### config.mk
export PLATFORM = sky130hd
export DESIGN_NAME = layer_prio_mixer
export DESIGN_NICKNAME = d
export VERILOG_FILES = /design/src/rtl/final_video_pkg.sv /design/src/rtl/layer_prio_resolve.sv /design/src/rtl/layer_prio_mixer.sv
export SDC_FILE = /design/constraint.sdc
export NUM_CORES = 1
export LEC_CHECK = 0
export ABC_AREA = 0
export ABC_CLOCK_PERIOD_IN_PS = 4000
export CELL_PAD_IN_SITES_DETAIL_PLACEMENT = 0
export CELL_PAD_IN_SITES_GLOBAL_PLACEMENT = 1
export CORE_MARGIN = 2
export CORE_UTILIZATION = 44
export CTS_CLUSTER_SIZE = 14
export DETAILED_ROUTE_END_ITERATION = 10
export GPL_ROUTABILITY_DRIVEN = 1
export GPL_TIMING_DRIVEN = 0
export PLACE_DENSITY_LB_ADDON = 0.1
export SYNTH_ARGS = -nofsm -noshare
export SYNTH_HDL_FRONTEND = slang
export SYNTH_SLANG_ARGS = --single-unit
### constraint.sdc
create_clock -name clk -period 4 [get_ports clk]
set_input_delay 0.4 -clock clk [delete_from_list [all_inputs] [get_ports clk]]
set_output_delay 0.4 -clock clk [all_outputs]
set_load 0.005 [all_outputs]
### src/rtl/final_video_pkg.sv
// ---------------------------------------------------------------------------
// final_video_pkg
//  Shared types and helpers for the layer priority mixer.
//  - layer_id_t   : storage type for one priority-table slot. It is sized for
//                   the largest supported layer count, so slots beyond the
//                   configured layer count simply hold the backdrop id.
//  - prio_table_t : MAX_LAYERS slots; slot 0 is the highest priority.
//  - lsel_w()     : width of a layer id, including the backdrop id.
//  - backdrop_id(): id reported when no layer is opaque.
//  - is_opaque()  : opacity test for one layer pixel.
// ---------------------------------------------------------------------------
package final_video_pkg;

   localparam int MAX_LAYERS = 8;
   localparam int LSEL_MAX   = 4;
   localparam int PIX_MAX    = 8;

   typedef logic [LSEL_MAX-1:0] layer_id_t;
   typedef layer_id_t prio_table_t [MAX_LAYERS];

   function automatic int lsel_w(input int num_layers);
      return $clog2(num_layers + 1);
   endfunction

   function automatic layer_id_t backdrop_id(input int num_layers);
      return layer_id_t'(num_layers);
   endfunction

   // A disabled layer is transparent whatever its pixel value.
   function automatic logic is_opaque(input logic en,
                                      input logic [PIX_MAX-1:0] pix,
                                      input logic [PIX_MAX-1:0] transp);
      return en && (pix != transp);
   endfunction

endpackage

### src/rtl/layer_prio_resolve.sv
// ---------------------------------------------------------------------------
// layer_prio_resolve
//  Combinational priority chain. Walks the table from slot 0 down and picks
//  the first opaque layer. A sprite-layer pixel holding the shadow index does
//  not win; it raises shadow and lets the search continue to lower slots.
//  Ports:
//   tbl     in   active priority table
//   opaque  in   per-layer opacity mask
//   spr_pix in   colour index of the sprite layer
//   winner  out  winning layer id, or the backdrop id
//   shadow  out  darken the resulting pixel
// ---------------------------------------------------------------------------
module layer_prio_resolve
   import final_video_pkg::*;
#(
   parameter int NUM_LAYERS = 3,
   parameter int PIX_W      = 3,
   parameter int SPR_LAYER  = 0,
   parameter int SHADOW_IDX = 6
) (
   input  prio_table_t             tbl,
   input  logic [NUM_LAYERS-1:0]   opaque,
   input  logic [PIX_W-1:0]        spr_pix,
   output layer_id_t               winner,
   output logic                    shadow
);

   logic                  found;
   logic [NUM_LAYERS-1:0] seen;

   // Ids that do not match any layer are skipped by construction, and the
   // seen mask makes a repeated id count only at its first slot.
   always_comb begin
      winner = backdrop_id(NUM_LAYERS);
      shadow = 1'b0;
      found  = 1'b0;
      seen   = '0;
      for (int s = 0; s < MAX_LAYERS; s++) begin
         for (int k = 0; k < NUM_LAYERS; k++) begin
            if (!found && !seen[k] && tbl[s] == layer_id_t'(k)) begin
               seen[k] = 1'b1;
               if (opaque[k]) begin
                  if (k == SPR_LAYER && spr_pix == PIX_W'(SHADOW_IDX)) begin
                     shadow = 1'b1;
                  end else begin
                     found  = 1'b1;
                     winner = layer_id_t'(k);
                  end
               end
            end
         end
      end
   end

endmodule

### src/rtl/layer_prio_mixer.sv
// ---------------------------------------------------------------------------
// layer_prio_mixer
//  Merges NUM_LAYERS pixel streams through a double-buffered, CPU-written
//  priority table. Two pipeline stages gated by pix_ce: S1 registers the
//  pixel, bank and opacity mask; S2 resolves against the active table and
//  registers the palette address.
//  Ports:
//   clk, rst_n  clock and synchronous active-low reset
//   pix_ce      pixel clock enable
//   vblank      vertical blank level; its rising edge swaps in the table
//   layer_pix   per-layer colour index, layer k at [k*PIX_W +: PIX_W]
//   layer_bank  per-layer colour bank, layer k at [k*BANK_W +: BANK_W]
//   layer_en    per-layer enable
//   prio_wr     load the pending table from prio_wdata
//   prio_wdata  slot s at [s*LSEL_W +: LSEL_W]; slot 0 highest priority
//   pal_addr    {layer_sel, bank, pix}
//   layer_sel   winning layer id; NUM_LAYERS means backdrop
//   shadow      darken the current pixel
//   out_valid   one-clock pulse per output update once the pipe is full
// ---------------------------------------------------------------------------
module layer_prio_mixer
   import final_video_pkg::*;
#(
   parameter int NUM_LAYERS    = 3,
   parameter int PIX_W         = 3,
   parameter int BANK_W        = 4,
   parameter int TRANSP_IDX    = 7,
   parameter int SPR_LAYER     = 0,
   parameter int SHADOW_IDX    = 6,
   parameter int BACKDROP_BANK = 0,
   parameter int LSEL_W        = lsel_w(NUM_LAYERS)
) (
   input  logic                           clk,
   input  logic                           rst_n,
   input  logic                           pix_ce,
   input  logic                           vblank,
   input  logic [NUM_LAYERS*PIX_W-1:0]    layer_pix,
   input  logic [NUM_LAYERS*BANK_W-1:0]   layer_bank,
   input  logic [NUM_LAYERS-1:0]          layer_en,
   input  logic                           prio_wr,
   input  logic [NUM_LAYERS*LSEL_W-1:0]   prio_wdata,
   output logic [LSEL_W+BANK_W+PIX_W-1:0] pal_addr,
   output logic [LSEL_W-1:0]              layer_sel,
   output logic                           shadow,
   output logic                           out_valid
);

   localparam logic [LSEL_W+BANK_W+PIX_W-1:0] BACKDROP_ADDR =
      {LSEL_W'(NUM_LAYERS), BANK_W'(BACKDROP_BANK), PIX_W'(0)};

   prio_table_t                 pend_tbl;
   prio_table_t                 act_tbl;
   prio_table_t                 wr_tbl;
   prio_table_t                 ident_tbl;
   logic                        vblank_d;
   logic                        vblank_rise;

   logic [NUM_LAYERS*PIX_W-1:0]  s1_pix;
   logic [NUM_LAYERS*BANK_W-1:0] s1_bank;
   logic [NUM_LAYERS-1:0]        s1_opaque;
   logic [NUM_LAYERS-1:0]        cur_opaque;
   logic [1:0]                   fill_cnt;

   layer_id_t                    res_winner;
   logic                         res_shadow;
   logic [BANK_W-1:0]            next_bank;
   logic [PIX_W-1:0]             next_pix;

   assign vblank_rise = vblank & ~vblank_d;

   // Unpack the CPU write word and build the identity table. Slots past the
   // configured layer count hold the backdrop id so the resolver ignores them.
   always_comb begin
      for (int s = 0; s < MAX_LAYERS; s++) begin
         wr_tbl[s]    = backdrop_id(NUM_LAYERS);
         ident_tbl[s] = backdrop_id(NUM_LAYERS);
      end
      for (int s = 0; s < NUM_LAYERS; s++) begin
         wr_tbl[s]    = layer_id_t'(prio_wdata[s*LSEL_W +: LSEL_W]);
         ident_tbl[s] = layer_id_t'(s);
      end
   end

   // Table buffers run every clock, independent of pix_ce. A write landing
   // on the vblank rise goes straight to the active table as well.
   always_ff @(posedge clk) begin
      if (!rst_n) begin
         pend_tbl <= ident_tbl;
         act_tbl  <= ident_tbl;
         vblank_d <= 1'b0;
      end else begin
         vblank_d <= vblank;
         if (prio_wr) begin
            pend_tbl <= wr_tbl;
         end
         if (vblank_rise) begin
            act_tbl <= prio_wr ? wr_tbl : pend_tbl;
         end
      end
   end

   always_comb begin
      cur_opaque = '0;
      for (int k = 0; k < NUM_LAYERS; k++) begin
         cur_opaque[k] = is_opaque(layer_en[k],
                                   PIX_MAX'(layer_pix[k*PIX_W +: PIX_W]),
                                   PIX_MAX'(TRANSP_IDX));
      end
   end

   layer_prio_resolve #(
      .NUM_LAYERS (NUM_LAYERS),
      .PIX_W      (PIX_W),
      .SPR_LAYER  (SPR_LAYER),
      .SHADOW_IDX (SHADOW_IDX)
   ) u_resolve (
      .tbl     (act_tbl),
      .opaque  (s1_opaque),
      .spr_pix (s1_pix[SPR_LAYER*PIX_W +: PIX_W]),
      .winner  (res_winner),
      .shadow  (res_shadow)
   );

   // Pick bank and index of the winner; the backdrop keeps its fixed bank.
   always_comb begin
      next_bank = BANK_W'(BACKDROP_BANK);
      next_pix  = '0;
      for (int k = 0; k < NUM_LAYERS; k++) begin
         if (res_winner == layer_id_t'(k)) begin
            next_bank = s1_bank[k*BANK_W +: BANK_W];
            next_pix  = s1_pix[k*PIX_W +: PIX_W];
         end
      end
   end

   // out_valid looks at the count before this update, so it first pulses on
   // the third pix_ce after reset and is low on any clock without pix_ce.
   always_ff @(posedge clk) begin
      if (!rst_n) begin
         s1_pix    <= '0;
         s1_bank   <= '0;
         s1_opaque <= '0;
         pal_addr  <= BACKDROP_ADDR;
         layer_sel <= LSEL_W'(NUM_LAYERS);
         shadow    <= 1'b0;
         out_valid <= 1'b0;
         fill_cnt  <= 2'd0;
      end else begin
         out_valid <= pix_ce && (fill_cnt == 2'd2);
         if (pix_ce) begin
            s1_pix    <= layer_pix;
            s1_bank   <= layer_bank;
            s1_opaque <= cur_opaque;
            layer_sel <= LSEL_W'(res_winner);
            pal_addr  <= {LSEL_W'(res_winner), next_bank, next_pix};
            shadow    <= res_shadow;
            if (fill_cnt != 2'd2) begin
               fill_cnt <= fill_cnt + 2'd1;
            end
         end
      end
   end

endmodule
==> results of run 1 <==
==> sequential cells by signal, summed over array words and instances (netlist names), 2 cells and up <==
signal,count
act_tbl,32
pal_addr,9
s1_pix,9
pend_tbl,32
fill_cnt,2
s1_bank,12
s1_opaque,3
==> cell type report <==
cell class / count / area share
clock inverters: 5 / 0.0112
inverters: 10 / 0.00657
multi-input cells: 357 / 0.453
clock buffers: 11 / 0.0230
repair buffers: 54 / 0.0924
flip-flops and latches: 102 / 0.359
well taps: 136 / 0.0298
plain buffers: 32 / 0.0256
==> routing by layer <==
| layer | part of all wire | routed length (µm) | GRT usage |
|---|---|---|---|
| met3 | 0.046 | 550 | 0.0381 |
| met2 | 0.45 | 5380 | 0.324 |
| met1 | 0.49 | 5940 | 0.308 |
| met4 | 0.013 | 158 | 0.0595 |
| met5 | 0 | 0 | 0 |
==> metrics by stage <==
stage | instance area, µm² | hold slack, ns | worst slack (ns) | util | setup TNS (ns)
finish | 5710 | 0.435 | 0.147 | 0.551 | 0
global route | 5710 | 0.462 | -0.0108 | 0.551 | -0.0156
CTS | 5560 | 0.435 | 0.0322 | 0.536 | 0
detailed placement | 5310 | 0.413 | -0.232 | 0.512 | -1.64
global placement | 5310 | 0.410 | -0.130 | 0.512 | -0.877
floorplan | 4700 | 0.402 | 0.428 | - | 0
==> kinds of logic after synthesis <==
| kind of cell | after synthesis | share of synthesized area |
|---|---|---|
| AOI/OAI and AO/OA | 106 | 0.179 |
| adders and majority gates | 1 | 0.00266 |
| muxes | 29 | 0.0617 |
| and+or+nand+nor | 220 | 0.283 |
| DFF | 102 | 0.434 |
| buffers and inverters | 44 | 0.0381 |
| xor gates and xnor gates | 1 | 0.00186 |
==> cell usage in the layout, fill, tap and decap left out, types with 5 or more instances in the layout <==
cell and instances:
o211ai_1 16, nand2b_1 7, clkbuf_1 27, dfxtp_1 98
o211a_1 5, o221ai_1 5, clkdlybuf4s50_1 44, nor3_1 6
mux2i_1 29, and2_1 5, clkbuf_8 9, nor2b_1 28
nor4b_1 5, a211o_1 5, nand3b_1 20, a21boi_0 20
nor2_1 17, a22oi_1 7, nand3_1 16, a31oi_1 5
nand2_1 67, a21oi_1 9, buf_4 12, and3b_1 16
inv_1 10
==> worst min path at each step <==
stage / from / endpoint / slack, ns / cells after the start
final: pend_tbl[5] / pend_tbl[5] / 0.44 / 2
after global routing: pend_tbl[1] / pend_tbl[1] / 0.46 / 2
after CTS: pend_tbl[1] / pend_tbl[1] / 0.43 / 2
after detailed placement: pend_tbl[13] / pend_tbl[13] / 0.41 / 2
after global placement: pend_tbl[17] / pend_tbl[17] / 0.41 / 2
after floorplan: pend_tbl[0] / pend_tbl[0] / 0.40 / 2
==> worst min-delay path, delay by kind of cell (launching register included) <==
family	cells	cell delay, ns
AND/OR/NAND/NOR	2	0.10
flip-flops	1	0.31
==> repair_timing <==
action	4_1_cts	5_1_grt
setup buffers	1	9
resized for setup	9	24
endpoints found under the hold margin	0	0
endpoints found under the setup margin	9	10
pin swaps	2	5
==> power breakdown <==
group	switching, µW	internal (µW)
registers	30.8	1050
logic	188	164
clock network	361	297
total	579	1510
==> flow_summary.toml, run 1 <==
[outcome]
status = "completed"

[yosys]
synth_edf_count = 0
synth_seq_area_share = 0.434
synth_ff_type = "dfxtp_1"
synth_top_area_frac = 0.434
synth.avg_cell_area_um2 = 9.35
synth_top_cell_by_area = "dfxtp_1"
syn_nets = 539
synth_common_cells = "102 x dfxtp_1, 68 x nand2_1, 29 x mux2i_1"
synth_most_common_cell = "dfxtp_1"
syn_inst = 503
yosys_warnings = 0
syn_area_um2 = 4700
synth-seq-cells = 102
synth_area_leaders = "dfxtp_1 43%, mux2i_1 6.2%, nand2_1 5.4%, nor2b_1 3.7%, a21boi_0 3.2%"
async_flop_share = 0
synth_cell_types = 60

[global_routing]
grt_pass1_vias = 3709
grtUsageTotal = 0.213
grt_pass1_wl_mm = 19.1
grt_overflow_total = 0
antenna_found_initial = 0
grt_max_degree = 18

[setup_path]
slowest_delay_ns = 0.53
crit_chain = "or4b_4 > buf_6 > nand3_4 > o2111ai_4 > nor4_4 > buf_4 > a211oi_4 > buf_12 > a2111oi_4 > nor3_4 > a211o_1 > o21a_1 > buf_4 > nand4b_4 > o221ai_1"
cp.arrival_ns = 4.13
critPathMaxFanout = 10
crit_cells = 15
worst_path_max_delay_cell = "or4b_4"
rrSetupSlack_ns = 0.15
worstSetupPathType = "flip-flop to flip-flop"
endpoint = "pal_addr[4]"
worstSetupEndpointType = "flip-flop"
start_kind = "flip-flop"
rr_worst_depth = 15
crit_start = "act_tbl[28]"
required_ns = 4.28
crit_family = "compound AO/OA/AOI/OAI gates"
r2r_end = "pal_addr[4]"
crit_top_cell = "buf_4"
r2r-start = "act_tbl[28]"
crit_buf_inv = 4

[worst_hold_path]
hold_path.class = "flip-flop to flip-flop"

[pwr]
p_per_area_nw_per_um2 = 366
p_total_uw = 2090
p_leak_uw = 0.00217
irDropWorstVdd_mv = 0.216

[placement]
io_buffers = 44
dpl.hpwl_mm = 9.00
place_congestion = 0.854
place_inst = 683

[route]
drc = 0
first_pass_iters = 5
antenna_left = 0
drt_iter0_markers = 196
avgRoutedWirePerCell_um = 17.0
routed_wl_mm = 12.0
vias_per_cell = 5.61
vias = 3967

[cells_and_area]
drive_gt1_frac = 0.109
finalNetCount = 602
fillCellCount = 989
fin_cells = 707
diodes = 0
area_growth_pct = 21.5
multi_input_area_um2 = 2590
regArea_um2 = 2050

[timing]
min_period_ns = 3.85
hold_viol = 0
max_slew_margin = 0.141
fmax_mhz = 260
tightest_slew_ns = 1.27
final-setup-viol-count = 0
min_period_over_period = 0.963
maxSlewViolCount = 0
skew_ns = 0.0177

[floorplanning]
core_area_um2 = 10400
rows = 37
fp.dieW_um = 107
start_util = 0.453
io_pins = 48
die_area_um2 = 11500
die_y_um = 107

[cts]
clkTransAtPathRegs_ns = 0.10
hold_buffers = 0
root_buffer = "clkbuf_8"
cts_sinks = 102
clock_path_buffers = 2
cts_buffers = 9
htreeDepth = 3
worstSkewPairLatency_ns = 0.36
cts_tree = "yes"

[flow_run]
cap_viol_max_count = 0
No activity file was read; power rests on OpenSTA's default activity.
==> run 2, diff against run 1 <==
==> constraint.sdc (replaced) <==
create_clock -name clk -period 4 [get_ports clk]
set_input_delay 0.4 -clock clk [delete_from_list [all_inputs] [get_ports clk]]
set_output_delay 0.4 -clock clk [all_outputs]
set_load 0.02 [all_outputs]
==> results of run 2 <==
Same layout as run 1 (identical final DEF). Status: completed.
Among the figures that moved: total power 2090 µW -> 2100 µW
==> run 3, diff against run 2 <==
--- a/config.mk
+++ b/config.mk
@@ -10,7 +10,8 @@
 export CELL_PAD_IN_SITES_DETAIL_PLACEMENT = 0
 export CELL_PAD_IN_SITES_GLOBAL_PLACEMENT = 1
 export CORE_MARGIN = 2
-export CORE_UTILIZATION = 44
+export CORE_UTILIZATION = 45
+export CTS_BUF_LIST = sky130_fd_sc_hd__clkbuf_4
 export CTS_CLUSTER_SIZE = 14
 export DETAILED_ROUTE_END_ITERATION = 10
 export GPL_ROUTABILITY_DRIVEN = 1
==> run 3 against run 2 <==
Net effect: clock power down 11%; critical path depth stayed put; critical path type unchanged; power is 2.3% lower; worst hold slack lost 0.020 ns; clock-buffer cell count decreased by 2; via count up 0.93%; clock skew up 0.0076 ns; first-iteration DRC count up 7.7%; global-route usage increased by 0.66 points; highest routed layer unchanged; register-to-register slack is essentially flat; combinational power up 7.0%.
==> flow_summary.toml, run 3 (same netlist as run 1, synthesis figures left out) <==
[timing]
final-setup-viol-count = 0
max_slew_margin = 0.248
skew_ns = 0.0253
hold_viol = 0
min_period_ns = 3.85
whs_ns = 0.415
tightest_slew_ns = 1.12
min_period_over_period = 0.963
maxSlewViolCount = 0
rsz0062_at_grt = "true"
fmax_mhz = 260

[floorplanning]
die_y_um = 106
rows = 37
fp.dieW_um = 106
core_area_um2 = 10200
io_pins = 48
start_util = 0.460
die_area_um2 = 11300

[cts]
cts_tree = "yes"
root_buffer = "clkbuf_4"
cts_buffers = 9
cts_sinks = 102
clock_path_buffers = 2
clkTransAtPathRegs_ns = 0.18
htreeDepth = 3
worstSkewPairLatency_ns = 0.48
hold_buffers = 0

[worst_hold_path]
hold_path.class = "input pin to flip-flop"

[setup_path]
required_ns = 4.40
critPathMaxFanout = 10
crit_chain = "or4b_4 > buf_6 > nand3_4 > o2111ai_4 > nor4_4 > buf_4 > buf_8 > nand4_4 > a2111oi_4 > nor3_4 > a211o_1 > o21a_1 > buf_6 > nand4b_4 > o221ai_2"
worstSetupEndpointType = "flip-flop"
crit_top_cell = "buf_6"
worstSetupPathType = "flip-flop to flip-flop"
slowest_delay_ns = 0.53
start_kind = "flip-flop"
cp.arrival_ns = 4.25
worst_path_max_delay_cell = "or4b_4"

[cells_and_area]
final_cell_mix = "98 x dfxtp_1, 67 x nand2_1, 44 x clkdlybuf4s50_1, 29 x mux2i_1, 28 x nor2b_1"
final_common_cell = "dfxtp_1"
reg_top3 = "act_tbl x32, pend_tbl x32, s1_bank x12"
finalNetCount = 613
fillCellCount = 974
drive_gt1_frac = 0.137
area_growth_pct = 23.8
diodes = 0
regArea_um2 = 2050
finalInstanceArea_um2 = 5820
multi_input_area_um2 = 2640

[pwr]
swShare = 0.298
p_leak_uw = 0.00223
switchingPower_uw = 611
p_per_area_nw_per_um2 = 352
seqPwrFrac = 0.528
pwr-share-comb = 0.187
p_clk_frac = 0.285
irDropWorstVdd_mv = 0.340
intPower_uw = 1440

[global_routing]
antenna_found_initial = 0
grtUsageTotal = 0.219
grt_pass1_wl_mm = 19.5
grt_overflow_total = 0
grt_pass1_vias = 3712
grt_max_degree = 20

[placement]
place_congestion = 0.856
dpl_cell_area_um2 = 5310
dpl.hpwl_mm = 8.85
io_buffers = 44

[outcome]
status = "completed"

[route]
vias_per_cell = 5.58
avgRoutedWirePerCell_um = 17.0
antenna_left = 0
wl_met2_mm = 5.51
dr_wl_met3_um = 516
first_pass_iters = 4
vias = 4004
drc = 0
top_layer_used = "met4"
drt_iter0_markers = 211
drt-met1-wl_mm = 5.94
routed_wl_mm = 12.2

[flow_run]
cap_viol_max_count = 0
-- run 3: changes by cell type in the layout (fill, tap and decap cells not counted), moves of 3 or more --
cell,previous run,this run
clkbuf_4,0,9
inv_8,0,3
clkbuf_8,9,0
o221ai_2,2,5
buf_4,12,22
o221ai_1,5,2
-- run 3: area by class of cell --
type,count,area share
Multi-Input combinational cell,357,0.454
Sequential cell,102,0.353
Timing Repair Buffer,65,0.105
Tap cell,136,0.0292
Buffer,32,0.0264
Clock inverter,7,0.0146
Clock buffer,9,0.0116
Inverter,10,0.00645
-- run 3: power by group through the flow --
stage / combinational, µW / clock, µW / sequential (µW)
global route: 416 / 643 / 1090
CTS: 332 / 602 / 1080
finish: 383 / 584 / 1080
detailed placement: 319 / 0 / 1100
floorplan: 214 / 0 / 1100
global placement: 318 / 0 / 1100
-- run 3: final timing paths --
kind | endpoint | depth (start not counted) | from | slack (ns)
setup / recovery | pal_addr[2] | 15 | act_tbl[28] | 0.15
hold / removal | pend_tbl[26] | 2 | prio_wr | 0.42
setup reg to reg | pal_addr[2] | 15 | act_tbl[28] | 0.15
hold reg to reg | pend_tbl[4] | 2 | pend_tbl[4] | 0.45
-- run 3: worst max-delay path, delay by kind of cell, from the launching register on --
kind / cells / cell delay (ns)
buf+inv: 4 / 0.60
compound gates: 5 / 1.34
simple gates: 6 / 1.40
flops: 1 / 0.40
-- run 3: timing repair --
action	CTS	global route
gates resized for setup	10	36
setup buffers	2	19
pin swaps	2	8
setup endpoints to repair	8	9
hold endpoints to repair	0	0
-- run 3: stage by stage --
step / worst slack (ns) / total power [µW] / setup TNS [ns] / util / instances
finish: 0.149 / 2050 / 0 / 0.569 / 718
global route: -0.0334 / 2150 / -0.0722 / 0.569 / 718
CTS: 0.0359 / 2010 / 0 / 0.540 / 701
detailed placement: -0.194 / 1420 / -1.21 / 0.519 / 683
global placement: -0.158 / 1420 / -1.05 / 0.519 / 683
floorplan: 0.428 / 1310 / 0 / - / 503
-- run 3: layer usage --
layer,GRT usage,vias up
li1,-,1983
met5,0,-
met2,0.330,108
met1,0.309,1890
met4,0.0742,0
met3,0.0497,23
